**src/rtl/pc_unit.sv**
```systemverilog
// Fetch program counter with PC+4 and a direct-mapped branch target buffer.
// Lookup is combinational on the current PC; BTB updates land on the next edge.
module pc_unit #(
    parameter int               WIDTH        = 32,
    parameter logic [WIDTH-1:0] RESET_VECTOR = '0,
    parameter int               BTB_DEPTH    = 16
) (
    input  logic             clk,
    input  logic             rst,
    input  logic             stall,
    input  logic             redirect,
    input  logic [WIDTH-1:0] redirect_pc,
    input  logic             upd_valid,
    input  logic [WIDTH-1:0] upd_pc,
    input  logic             upd_taken,
    input  logic [WIDTH-1:0] upd_target,
    output logic [WIDTH-1:0] PC_out,
    output logic [WIDTH-1:0] inc_PC,
    output logic             pred_taken,
    output logic [WIDTH-1:0] pred_target
);

    localparam int IDX  = $clog2(BTB_DEPTH);
    localparam int TAGW = WIDTH - IDX - 2;
    localparam int TGTW = WIDTH - 2;

    logic [WIDTH-1:0]     r_pc;
    logic [BTB_DEPTH-1:0] r_valid;
    logic [TAGW-1:0]      r_tag    [BTB_DEPTH];
    logic [TGTW-1:0]      r_target [BTB_DEPTH];

    logic [IDX-1:0]   w_idx;
    logic [TAGW-1:0]  w_tag;
    logic             w_hit;
    logic [WIDTH-1:0] w_inc;
    logic [WIDTH-1:0] w_pred_target;
    logic [WIDTH-1:0] w_pc_next;
    logic [IDX-1:0]   w_upd_idx;
    logic [TAGW-1:0]  w_upd_tag;
    logic             w_upd_match;
    logic             w_unused;

    assign w_idx         = r_pc[IDX+1:2];
    assign w_tag         = r_pc[WIDTH-1:IDX+2];
    assign w_hit         = r_valid[w_idx] && (r_tag[w_idx] == w_tag);
    assign w_inc         = r_pc + WIDTH'(4);
    assign w_pred_target = w_hit ? {r_target[w_idx], 2'b00} : w_inc;

    assign w_upd_idx   = upd_pc[IDX+1:2];
    assign w_upd_tag   = upd_pc[WIDTH-1:IDX+2];
    assign w_upd_match = r_valid[w_upd_idx] && (r_tag[w_upd_idx] == w_upd_tag);

    // Byte-offset bits of incoming addresses are architecturally ignored.
    assign w_unused = ^{redirect_pc[1:0], upd_pc[1:0], upd_target[1:0]};

    always_comb begin
        w_pc_next = w_inc;
        if (redirect) begin
            w_pc_next = {redirect_pc[WIDTH-1:2], 2'b00};
        end else if (stall) begin
            w_pc_next = r_pc;
        end else if (w_hit) begin
            w_pc_next = w_pred_target;
        end
    end

    always_ff @(posedge clk) begin
        if (rst) begin
            r_pc <= RESET_VECTOR;
        end else begin
            r_pc <= w_pc_next;
        end
    end

    // A taken update overwrites whatever aliases at that index; a not-taken
    // update only invalidates an entry that really belongs to upd_pc.
    always_ff @(posedge clk) begin
        if (rst) begin
            r_valid <= '0;
        end else if (upd_valid) begin
            if (upd_taken) begin
                r_valid[w_upd_idx]  <= 1'b1;
                r_tag[w_upd_idx]    <= w_upd_tag;
                r_target[w_upd_idx] <= upd_target[WIDTH-1:2];
            end else if (w_upd_match) begin
                r_valid[w_upd_idx] <= 1'b0;
            end
        end
    end

    assign PC_out      = r_pc;
    assign inc_PC      = w_inc;
    assign pred_taken  = w_hit;
    assign pred_target = w_pred_target;

endmodule
```
**config.mk**
```make
export PLATFORM = sky130hd
export DESIGN_NAME = pc_unit
export DESIGN_NICKNAME = d
export VERILOG_FILES = /design/src/rtl/pc_unit.sv
export SDC_FILE = /design/constraint.sdc
export NUM_CORES = 1
export LEC_CHECK = 0
export ABC_CLOCK_PERIOD_IN_PS = 11600
export CORE_MARGIN = 3
export CORE_UTILIZATION = 54
export DETAILED_ROUTE_END_ITERATION = 6
export GPL_ROUTABILITY_DRIVEN = 0
export PLACE_DENSITY = 0.73
export REMOVE_ABC_BUFFERS = 1
export SLEW_MARGIN = 10
export SYNTH_ARGS = -nofsm -noshare
export SYNTH_HDL_FRONTEND = slang
export SYNTH_SLANG_ARGS = --single-unit
```
**constraint.sdc**
```tcl
create_clock -name clk -period 11.6 [get_ports clk]
set_input_delay 1.74 -clock clk [delete_from_list [all_inputs] [get_ports clk]]
set_output_delay 1.74 -clock clk [all_outputs]
set_load 0.05 [all_outputs]
```
==> flow_summary_export.csv <==
group,metric,value,unit
layout,drive_above_1_share,28.9,%
critical_path,crit_path_top_delay_cell,"dfxtp_4",
min_path,hold_path_end,"PC_out[0]",
grt,grt_use_total,28.3,%
sta,clock_skew,0.0401,ns
routing,wl,113,mm
sta,period_share,71.7,%
critical_path,critical_path_class,"reg2out",
routing,wl_per_cell,33.5,um
sta,tightest_slew,1.14,ns
critical_path,crit_fanout,39,
routing,dr_wl_met3,13.7,mm
yosys,ys_seq_area_share,67.4,%
sta,final_hold_viol_count,0,
min_path,hp-start,"PC_out[0]",
die,dieWidth,283,um
outcome,status,"finished, final reports clean",
clocking,post_cts_buffers,0,
die,die_h,283,um
critical_path,r2r_setup_slack,6.05,ns
grt,grt_pass1_vias,23347,
clocking,clk_path_buf_depth,3,
die,design.portCount,199,
clocking,clkSinkCount,948,
yosys,synthTopCellsByArea,"edfxtp_1 65%, mux4_2 20%, dfxtp_1 2.5%",
die,coreArea,0.0761,mm^2
critical_path,timing.rr.end,"PC_out[4]",
routing,route.detailed.drc,0,
layout,syn2layout_area_growth,15.3,%
sta,worst_slack,3.28,ns
critical_path,crit_path_start_kind,"register",
clocking,cts_made_buffers,95,
min_path,hp-class,"reg2reg",
grt,grt_max_degree,76,
yosys,synth_cell_types,73,
critical_path,worstPathRequired,9.86,ns
job,maxCapViolations,0,
placed_design,hpwl,65.8,mm
sta,fin_setup_tns,0,ns
critical_path,worstPathArrival,6.58,ns
routing,drtIter0Drc,3102,
power_and_ir_drop,p_leak,14.9,nW
routing,met1Wirelength,42.3,mm
placed_design,io_buffers,192,
routing,via_per_inst,6.79,
routing,num_vias,22862,
die,dieArea,0.0802,mm^2
grt,grt_pass1_wl,164,mm
sta,finalCriticalPeriod,8.32,ns
layout,fin_area,0.0478,mm^2
clocking,cts_tree,"done",
power_and_ir_drop,vdd_drop_max,0.129,mV
sta,setup_viol,0,
critical_path,path_common_cell,"buf_4",
yosys,async_reset_ff_share,0,%
routing,firstDrtPassIters,6,
clocking,cts_resized,0,
layout,final_util,62.9,%
routing,antenna_left,0,
yosys,synth_flop_cell,"edfxtp_1",
sta,slew_violations,0,
clocking,clk_pin_slew_worst_paths,0.06,ns
yosys,yosysTopAreaCell,"edfxtp_1",
routing,met2_length,53.6,mm
clocking,clkLatencyLatePin,0.68,ns
yosys,ys_ff_latch,948,
yosys,syn_inst,2048,
yosys,synth_edf_count,896,
critical_path,slowest_delay,0.78,ns
clocking,h-tree-depth,3,
power_and_ir_drop,power.density,162,mW/mm^2
die,initial_core_util,54.5,%
critical_path,end_kind,"output port",
placed_design,place_area,0.0445,mm^2
sta,fmax,0.120,GHz
layout,n_fill_cell,5202,
yosys,syn_area_per_cell,20.3,um^2
yosys,yosysTopAreaCellShare,64.8,%
sta,rsz0062_at_grt,"false",
yosys,yosysWarnings,0,
yosys,syn_area,0.0415,mm^2
placed_design,post-place-ws,3.97,ns
critical_path,crit_chain,"buf_4 > buf_4 > mux4_2 > xor2_1 > a221o_1 > a211o_1 > or4_1 > nor4b_4 > buf_4 > mux2_2 > clkdlybuf4s50_1",
grt,overflow,0,
routing,dr.max_layer_used,"met5",
critical_path,ff2ff_path_depth,11,
min_path,min_delay_path_depth,2,
layout,final_nets,2350,
clocking,root_buffer,"clkbuf_16",
grt,antenna_found_initial,10,
clocking,cts_hold_buffers,0,
sta,slew_headroom,23.7,%
die,rows,101,
[worst max-delay path, delay by kind of cell, from the launching register on]
family | cells | cell delay (ns)
AO/OA/AOI/OAI | 2 | 0.59
XOR/XNOR | 1 | 0.19
flip-flops | 1 | 0.78
AND/OR/NAND/NOR | 2 | 0.81
buffers and inverters | 4 | 2.62
multiplexers | 2 | 0.86
[area by class of cell]
class	count	area (um^2)	share of cell area [%]
Tap cell	1030	1290	2.69
Multi-Input combinational cell	940	12900	26.9
Timing Repair Buffer	243	2310	4.82
Antenna cell	6	15.0	0.0314
Sequential cell	948	28000	58.4
Clock buffer	109	2520	5.27
Clock inverter	70	792	1.66
Inverter	19	71.3	0.149
[cell families (layout without fill, tap and decap cells)]
| logic type | Yosys count | count (layout) | synth area share, % |
|---|---|---|---|
| multiplexers | 491 | 491 | 23.4 |
| XOR/XNOR | 81 | 81 | 1.71 |
| buffers and inverters | 160 | 441 | 1.88 |
| AND/OR/NAND/NOR | 211 | 211 | 2.64 |
| flip-flops | 948 | 948 | 67.4 |
| adder cells (fa/ha/maj) | 1 | 1 | 0.0302 |
| AO/OA/AOI/OAI | 156 | 156 | 3.00 |
| other | 0 | 6 | 0 |
[routing by layer]
layer / up-vias / global-route usage (%)
met2: 1521 / 43.5
met3: 204 / 8.64
met4: 6 / 9.06
li1: 9100 / -
met5: - / 0
met1: 12031 / 39.3
[worst max-delay path by stage]
stage | slack [ns] | cells past startpoint | from | to
after global routing | 3.06 | 11 | register | pred_target[19]
after floorplan | -2.37 | 8 | register | pred_target[0]
final | 3.28 | 11 | register | pred_target[31]
after CTS | 3.24 | 11 | register | pred_target[31]
after global placement | 4.01 | 11 | register | pred_target[19]
after detailed placement | 3.97 | 11 | register | pred_target[31]
[metrics by stage]
stage	hold slack, ns	total power, mW	cells
6_report	0.481	7.76	3365
5_1_grt	0.503	7.98	3363
4_1_cts	0.485	7.79	3359
3_5_place_dp	0.469	4.61	3180
3_3_place_gp	0.456	4.60	3180
2_1_floorplan	0.478	4.38	1907
[sequential cells by signal, indices dropped and copies added, names as in the netlist, named ones only]
register,cells
r_target,480
r_tag,416
PC_out,32
[power by group]
part | switching (mW) | leakage, nW | internal, mW | total [mW]
clock network | 1.35 | 1.61 | 1.87 | 3.21
registers | 0.0556 | 8.49 | 3.77 | 3.83
logic | 0.403 | 4.80 | 0.314 | 0.717
[cells in the final DEF (no fill, tap or decap), types with 16 or more instances in the layout]
master             n
edfxtp_1         896
mux2i_1           83
xor2_1            29
dfxtp_1           48
mux4_2           363
nor2_1            51
xnor2_1           52
inv_1             16
clkbuf_16         95
clkdlybuf4s50_1  188
nor2_4            16
a311oi_1          17
nand3_1           26
clkinv_2          22
buf_4             51
nand2_1           37
a22o_1            33
mux2_4            27
a31o_2            17
[Yosys cell counts, types with 3 or more instances]
cell and count:
a211oi_1 6, a21oi_1 9, a221oi_1 4, a22o_1 33, a22oi_1 10, a311oi_1 17
a31o_1 12, a31o_2 17, a31oi_1 7, and2_1 4, and3_1 6, and4_1 3
buf_1 10, buf_2 36, buf_4 12, buf_6 12, clkbuf_1 71, dfxtp_1 52
edfxtp_1 896, inv_1 16, mux2_2 12, mux2_4 27, mux2i_1 83, mux4_1 6
mux4_2 363, nand2_1 37, nand2b_1 10, nand3_1 26, nand4_1 8, nor2_1 68
nor2b_1 14, nor3_1 9, nor4_1 4, o21ai_0 10, o22ai_1 8, or2_2 5
xnor2_1 52, xor2_1 29
Note: power is estimated with default switching activity, not from simulation.
